## src/rtl/history_dump_ctrl.sv

```systemverilog
// history_dump_ctrl: streams a range of history-BRAM words to a ready/valid
// consumer while sharing the BRAM with the IREQ generator's write traffic.
// Reads and writes never share a cycle. A write that would collide with a read
// is parked in a one-entry hold buffer and retired on the next cycle.
module history_dump_ctrl #(
  parameter int TCQ = 100
) (
  input  logic        lnk_clk,
  input  logic        lnk_reset,
  input  logic        dump_start,
  input  logic [8:0]  dump_base,
  input  logic [9:0]  dump_count,
  output logic        dump_busy,
  output logic        dump_done,
  output logic        dump_valid,
  input  logic        dump_ready,
  output logic [35:0] dump_data,
  output logic [8:0]  dump_addr,
  input  logic        g_wr_en,
  input  logic [8:0]  g_wr_addr,
  input  logic [35:0] g_wr_data,
  output logic        g_wr_stall,
  output logic        hist_rd_en,
  output logic [8:0]  hist_rd_addr,
  output logic        g_hist_wea,
  output logic [8:0]  g_hist_addra,
  output logic [35:0] g_hist_dia,
  input  logic [35:0] hist_dout
);

  // TCQ only models clock-to-out in behavioural sims; the RTL has no delays.
  logic unused_tcq;
  assign unused_tcq = |TCQ;

  typedef enum logic [1:0] {IDLE, RUN, DRAIN} state_t;

  state_t      state_q, state_d;
  logic [8:0]  addr_q, addr_d;
  logic [9:0]  remain_q, remain_d;
  logic        zdone_q, zdone_d;
  // two-entry output FIFO
  logic [35:0] fdata_q [2];
  logic [35:0] fdata_d [2];
  logic [8:0]  faddr_q [2];
  logic [8:0]  faddr_d [2];
  logic        rptr_q, rptr_d, wptr_q, wptr_d;
  logic [1:0]  cnt_q, cnt_d;
  // read in flight (BRAM latency is one cycle, so at most one)
  logic        infl_q, infl_d;
  logic [8:0]  infl_addr_q, infl_addr_d;
  // generator write hold buffer
  logic        hold_q, hold_d;
  logic [8:0]  hold_addr_q, hold_addr_d;
  logic [35:0] hold_data_q, hold_data_d;

  logic        rd, pop, drain_done;
  logic [1:0]  eff_occ;

  // Read issue and write-slot arbitration; all outputs forced to 0 in reset.
  always_comb begin
    pop        = (cnt_q != 2'd0) && dump_ready && !lnk_reset;
    // Occupancy counts the entry leaving this cycle as already gone, so a
    // ready consumer sees one word per cycle; the sum still never exceeds 2.
    eff_occ    = cnt_q - {1'b0, pop} + {1'b0, infl_q};
    rd         = !lnk_reset && (state_q == RUN) && (remain_q != 10'd0) &&
                 !hold_q && (eff_occ < 2'd2);
    drain_done = (state_q == DRAIN) && !infl_q && (cnt_q == 2'd0);

    hist_rd_en   = rd;
    hist_rd_addr = rd ? addr_q : 9'd0;
    dump_busy    = !lnk_reset && (state_q != IDLE);
    dump_done    = !lnk_reset && (zdone_q || drain_done);
    dump_valid   = !lnk_reset && (cnt_q != 2'd0);
    dump_data    = lnk_reset ? 36'd0 : fdata_q[rptr_q];
    dump_addr    = lnk_reset ? 9'd0  : faddr_q[rptr_q];
    g_wr_stall   = !lnk_reset && hold_q;

    g_hist_wea   = 1'b0;
    g_hist_addra = 9'd0;
    g_hist_dia   = 36'd0;
    hold_d       = hold_q;
    hold_addr_d  = hold_addr_q;
    hold_data_d  = hold_data_q;
    if (!lnk_reset) begin
      if (hold_q) begin
        g_hist_wea   = 1'b1;
        g_hist_addra = hold_addr_q;
        g_hist_dia   = hold_data_q;
        hold_d       = 1'b0;
      end else if (g_wr_en) begin
        if (rd) begin
          hold_d      = 1'b1;
          hold_addr_d = g_wr_addr;
          hold_data_d = g_wr_data;
        end else begin
          g_hist_wea   = 1'b1;
          g_hist_addra = g_wr_addr;
          g_hist_dia   = g_wr_data;
        end
      end
    end
  end

  // Dump FSM: address/remain bookkeeping and state transitions.
  always_comb begin
    state_d  = state_q;
    addr_d   = addr_q;
    remain_d = remain_q;
    zdone_d  = 1'b0;
    case (state_q)
      IDLE: begin
        if (dump_start) begin
          if (dump_count != 10'd0) begin
            addr_d   = dump_base;
            remain_d = dump_count;
            state_d  = RUN;
          end else begin
            zdone_d = 1'b1;
          end
        end
      end
      RUN: begin
        if (rd) begin
          addr_d   = addr_q + 9'd1;
          remain_d = remain_q - 10'd1;
        end
        if (remain_d == 10'd0) state_d = DRAIN;
      end
      DRAIN: begin
        if (drain_done) state_d = IDLE;
      end
      default: state_d = IDLE;
    endcase
  end

  // Output FIFO: capture BRAM data one cycle after its read, pop on handshake.
  always_comb begin
    fdata_d     = fdata_q;
    faddr_d     = faddr_q;
    wptr_d      = wptr_q;
    rptr_d      = rptr_q;
    cnt_d       = cnt_q + {1'b0, infl_q} - {1'b0, pop};
    infl_d      = rd;
    infl_addr_d = addr_q;
    if (infl_q) begin
      fdata_d[wptr_q] = hist_dout;
      faddr_d[wptr_q] = infl_addr_q;
      wptr_d          = ~wptr_q;
    end
    if (pop) rptr_d = ~rptr_q;
  end

  // State registers with synchronous reset; a reset drops any read in flight.
  always_ff @(posedge lnk_clk) begin
    if (lnk_reset) begin
      state_q     <= IDLE;
      addr_q      <= 9'd0;
      remain_q    <= 10'd0;
      zdone_q     <= 1'b0;
      for (int i = 0; i < 2; i++) begin
        fdata_q[i] <= 36'd0;
        faddr_q[i] <= 9'd0;
      end
      rptr_q      <= 1'b0;
      wptr_q      <= 1'b0;
      cnt_q       <= 2'd0;
      infl_q      <= 1'b0;
      infl_addr_q <= 9'd0;
      hold_q      <= 1'b0;
      hold_addr_q <= 9'd0;
      hold_data_q <= 36'd0;
    end else begin
      state_q     <= state_d;
      addr_q      <= addr_d;
      remain_q    <= remain_d;
      zdone_q     <= zdone_d;
      fdata_q     <= fdata_d;
      faddr_q     <= faddr_d;
      rptr_q      <= rptr_d;
      wptr_q      <= wptr_d;
      cnt_q       <= cnt_d;
      infl_q      <= infl_d;
      infl_addr_q <= infl_addr_d;
      hold_q      <= hold_d;
      hold_addr_q <= hold_addr_d;
      hold_data_q <= hold_data_d;
    end
  end

endmodule

```

## config.mk

```make
export PLATFORM = sky130hd
export DESIGN_NAME = history_dump_ctrl
export DESIGN_NICKNAME = d
export VERILOG_FILES = /design/src/rtl/history_dump_ctrl.sv
export SDC_FILE = /design/constraint.sdc
export NUM_CORES = 1
export LEC_CHECK = 0
export ABC_CLOCK_PERIOD_IN_PS = 6710
export BUFFER_PORTS_ARGS = -buffer_cell sky130_fd_sc_hd__buf_2
export CORE_MARGIN = 2
export CORE_UTILIZATION = 55
export CTS_BUF_LIST = sky130_fd_sc_hd__clkbuf_8
export DETAILED_ROUTE_END_ITERATION = 10
export GPL_TIMING_DRIVEN = 0
export MAX_ROUTING_LAYER = met4
export PLACE_DENSITY = 0.87
export SYNTH_ARGS = -nofsm -noshare
export SYNTH_HDL_FRONTEND = slang
export SYNTH_SLANG_ARGS = --single-unit
```

## constraint.sdc

```tcl
create_clock -name lnk_clk -period 6.71 [get_ports lnk_clk]
set_clock_uncertainty 0.15 [all_clocks]
set_input_delay 0.671 -clock lnk_clk [delete_from_list [all_inputs] [get_ports lnk_clk]]
set_output_delay 0.671 -clock lnk_clk [all_outputs]
set_load 0.05 [all_outputs]
```

## Word level (Yosys, flattened, before mapping)

Cells that the tools add are included.

| storage, ports and cells | value |
|---|---|
| output and inout port bits | 105 |
| word-level logic and storage cells | 115 |
| memories kept | 0 |
| register bits after elaboration | 172 |
| memory bits (writable) | 0 |
| bits of input ports | 105 |
| latch bits | 0 |
| bits in read-only memories | 0 |

| operators by class | value |
|---|---|
| reduce and logical (&&, ||, !) cells | 31 |
| multiplexer cells | 43 |
| shifts and indexed selects | 0 |
| order comparisons | 4 |
| div/mod/pow operators | 0 |
| $mul | 0 |
| equality and inequality tests | 7 |
| add/sub/neg operators | 6 |
| bitwise gates (word level) | 8 |

Operators by type and width:

| operator | count |
|---|---|
| $mux W36 | 9 |
| $mux W9 | 13 |
| $bwmux W72 | 1 |
| $mux W10 | 4 |
| $demux W36 S1 | 1 |
| $pmux W10 S2 | 1 |
| $reduce_bool A10 Y1 | 2 |
| $bwmux W18 | 1 |
| $pmux W9 S2 | 1 |
| $logic_and A1 B1 Y1 | 13 |
| $logic_not A10 Y1 | 1 |
| $sub A10 B1 Y10 const B | 1 |
| $add A9 B1 Y9 const B | 1 |
| $demux W9 S1 | 1 |
| $mux W2 | 4 |
| $ne A2 B2 Y1 const B | 4 |
| $reduce_and A4 Y1 | 2 |
| $mux W1 | 6 |
| $not A1 Y1 | 6 |
| $pmux W2 S3 | 1 |
| $reduce_and A3 Y1 | 2 |
| $reduce_bool A2 Y1 | 3 |
| $reduce_or A3 Y1 | 2 |
| $add A2 B1 Y2 | 2 |
| 11 further kinds | 17 |

## Depth between registers and ports, before layout

| logic depth | value |
|---|---|
| depth in word-level cells | 12 |
| depth in mapped cells | 14 |
| depth with buffers taken out | 13 |

## Least setup slack after synthesis

Ideal clock, no wire load.

| timing | value |
|---|---|
| path type | input to output |
| start point | input lnk_reset |
| end point | output hist_rd_addr[0] |
| arrival | 3804 ps |
| cell stages on the path | 11 |
| required time | 5889 ps |
| buffers on the path | 2 |
| setup slack | 2085 ps |
| cell sequence | buf_6 > nor2_1 > and2_1 > ha_1 > inv_1 > ha_1 > xnor3_2 > nand3_2 > nor2_4 > clkbuf_1 > and2_1 |

| on the way | value |
|---|---|
| longest elaborated chain between the ends | 7 |
| elaborated cells between the ends (all ways) | 10 |
| classes of those cells | add/sub (2); order compare (1); mux (1); reduce/logical (6) |

Ends and longest elaborated chain:

| what | RTL line | text |
|---|---|---|
| start: declaration | 9 | `input logic lnk_reset,` |
| $logic_not A1 Y1 | n/a |  |
| $logic_and A1 B1 Y1 | 61 | `pop = (cnt_q != 2'd0) && dump_ready && !lnk_reset;` |
| via pop | 56 | `logic rd, pop, drain_done;` |
| $sub A2 B1 Y2 | 64 | `eff_occ = cnt_q - {1'b0, pop} + {1'b0, infl_q};` |
| $add A2 B1 Y2 | 64 |  |
| $lt A2 B2 Y1 | 66 | `!hold_q && (eff_occ < 2'd2);` |
| $logic_and A1 B1 Y1 | 66 |  |
| via hist_rd_en | 23 | `output logic hist_rd_en,` |
| $mux W9 | 70 | `hist_rd_addr = rd ? addr_q : 9'd0;` |
| end: declaration | 24 | `output logic [8:0] hist_rd_addr,` |

The timed path passes the listed nets, and every way through them passes these cells.

## Worst setup path after layout

| timing | value |
|---|---|
| start point | input lnk_reset |
| end point | output g_hist_dia[0] |

| on the way | value |
|---|---|
| longest elaborated chain between the ends | 10 |
| elaborated cells between the ends (all ways) | 13 |
| classes of those cells | add/sub (2); order compare (1); mux (4); reduce/logical (6) |

Ends and longest elaborated chain:

| what | RTL line | text |
|---|---|---|
| $logic_not A1 Y1 | n/a |  |
| $logic_and A1 B1 Y1 | 61 |  |
| via pop | 56 |  |
| $sub A2 B1 Y2 | 64 |  |
| $add A2 B1 Y2 | 64 |  |
| $lt A2 B2 Y1 | 66 |  |
| $logic_and A1 B1 Y1 | 66 |  |
| $mux W36 | 91 | `if (rd) begin` |
| $mux W36 | 90 | `end else if (g_wr_en) begin` |
| $mux W36 | 85 | `if (hold_q) begin` |
| $mux W36 | 84 | `if (!lnk_reset) begin` |
| end: declaration | 27 | `output logic [35:0] g_hist_dia,` |

The timed path passes the listed nets, and every way through them passes these cells.

==> flow_summary.json <==
{
  "arrival_ps": 3490,
  "via_count": 7858,
  "power.density_nw_per_um2": 256,
  "worst_setup_hold_path_clk_slew_ps": 70,
  "hold_viol": 0,
  "dieWidth_um": 123,
  "syn-num-nets": 1107,
  "antenna_found_initial": 0,
  "cp-end-kind": "primary output",
  "synth-edff-count": 0,
  "async_flop_share_pct": 0,
  "io_pins": 210,
  "hold_path.class": "in2reg",
  "cts_resized": 0,
  "cts_tree": "built",
  "post_drt_wl_per_cell_um": 15.5,
  "wl_um": 22000,
  "grt_max_degree": 17,
  "initialDrtViolationCount": 582,
  "yosysSeqAreaShare_pct": 44.1,
  "io_buffers": 209,
  "die_h_um": 123,
  "synthesis.area_um2": 7800,
  "antenna_cells": 0,
  "ant_nets": 0,
  "ys_types": 65,
  "viasPerCell": 5.54,
  "final_max_slew_viol_count": 0,
  "synthToLayoutAreaGrowth_pct": 21.5,
  "cpMostUsedCell": "buf_2",
  "synthTopCellsByCount": "285 x nand2_1, 172 x dfxtp_1, 148 x a21oi_1",
  "htreeDepth": 4,
  "drive_gt1_share_pct": 22.8,
  "setup_tns_ps": 0,
  "post-dp-hpwl_um": 15800,
  "fmax_ghz": 0.232,
  "cts_root_buf": "clkbuf_8",
  "leakagePower_nw": 3.88,
  "post_cts_buffers": 0,
  "yosysTopAreaCell": "dfxtp_1",
  "ys_top_cells_by_area": "dfxtp_1 44%, nand2_1 14%, a21oi_1 9.5%, mux2i_1 5.8%, a22o_1 5.5%",
  "clkSinkCount": 172,
  "grt_overflow": 0,
  "grt_pass1_vias": 7092,
  "critPathKind": "in2out",
  "finalCriticalPeriod_ps": 4320,
  "slowest_delay_ps": 330,
  "fin_crit_sh_pct": 64.3,
  "path_cells": "buf_2 > buf_6 > nor2_1 > and2_1 > ha_1 > inv_1 > ha_1 > xnor3_2 > nand3_2 > nor2_4 > inv_2 > and3_1 > buf_4 > buf_2 > a22o_1 > buf_2",
  "slew-limit-headroom_pct": 47.8,
  "core_area_um2": 13900,
  "gp_congestion": 0.948,
  "finalSetupViolations": 0,
  "holdWs_ps": 267,
  "cts_buffers": 17,
  "drc": 0,
  "cts_hold_buf": 0,
  "synth_seq_cells": 172,
  "gr-usage-all-layers_pct": 29.4,
  "cp.required_ps": 5890,
  "ir_drop_v": 0.000176,
  "rsz0062_at_grt": "no",
  "maxCapViolations": 0,
  "postSynthAreaPerCell_um2": 7.82,
  "synthCells": 998,
  "yosysMostFrequentCell": "nand2_1",
  "die_area_um2": 15200,
  "yosysWarnings": 0,
  "synth_ff_type": "dfxtp_1",
  "clk_latency_ps": 460,
  "cp_slowest_cell": "xnor3_2",
  "fin_util_pct": 68.3,
  "yosysTopAreaCellShare_pct": 44.1,
  "grt_pass1_wl_um": 34000,
  "drt_pre_antenna_iters": 5,
  "max-clock-path-buffers": 2,
  "cp_max_fo": 10,
  "worst_pin_slew_ps": 783,
  "start_util_pct": 56.2,
  "startpoint_type": "primary input",
  "rows": 43,
  "run_status": "completed",
  "nNetsFinal": 1335
}
[layout make-up]
type                    instances  area, µm²
clock inverters                11        116
flip-flops and latches        172       3440
multi-input cells             738       3960
inverters                      14       52.6
fillers                      1213       4400
clock buffers                  21        289
plain buffers                  74        343
repair buffers                209       1050
well taps                     180        225
[registers in the layout (all words and copies together), names as in the netlist, 2 cells and up]
| register | cells |
|---|---|
| fdata_q | 72 |
| cnt_q | 2 |
| faddr_q | 18 |
| addr_q | 9 |
| state_q | 2 |
| infl_addr_q | 9 |
| remain_q | 10 |
| hold_data_q | 36 |
| hold_addr_q | 9 |
[final timing paths]
path / startpoint / to / slack [ps] / depth (start not counted)
worst max-delay path: lnk_reset / g_hist_dia[0] / 2390 / 16
worst min-delay path: g_wr_data[35] / hold_data_q[35] / 270 / 3
worst max register to register: cnt_q[1] / hold_data_q[34] / 3670 / 14
worst min register to register: infl_addr_q[7] / faddr_q[7] / 300 / 2
[cell usage in the layout (no fill, tap or decap), types with 13 or more instances in the layout]
cell,n
a21oi_1,148
a22o_1,49
buf_2,223
clkbuf_1,48
clkbuf_8,23
dfxtp_1,172
inv_1,14
mux2i_1,45
nand2_1,285
nor2_1,79
o21ai_0,13
[where the power goes]
part           switching [mW]  internal, mW
Clock                   0.375         0.368
Sequential             0.0435          1.08
Combinational           0.375         0.184
[stage by stage]
step	worst slack, ps	std cells	instance area, µm²	power [mW]
detailed placement	2430	1387	9070	1.70
global route	2290	1419	9480	2.52
CTS	2420	1419	9480	2.43
finish	2390	1419	9480	2.42
floorplan	2080	998	7800	1.54
global placement	2450	1387	9070	1.69
[critical path, delay by kind of cell]
kind	cells	cell delay [ps]
XOR/XNOR	1	330
AO/OA/AOI/OAI	1	210
adder cells (fa/ha/maj)	2	460
AND/OR/NAND/NOR	5	870
buffers and inverters	7	930
[cells by family after synthesis]
kind of cell    synth area share [%]
mux                             5.92
xor+xnor                       0.754
flops                           44.1
buf+inv                         5.07
fa+ha+maj                      0.642
compound gates                  19.5
simple gates                    24.0
[per-layer routing]
layer / up-vias / part of all wire (%) / global-route usage (%)
met5: - / 0 / -
met4: 0 / 2.1 / 10.4
met3: 39 / 8.3 / 6.96
met2: 328 / 48 / 47.7
met1: 3642 / 42 / 35.9
li1: 3849 / - / -
No activity file was read; power rests on OpenSTA's default activity.
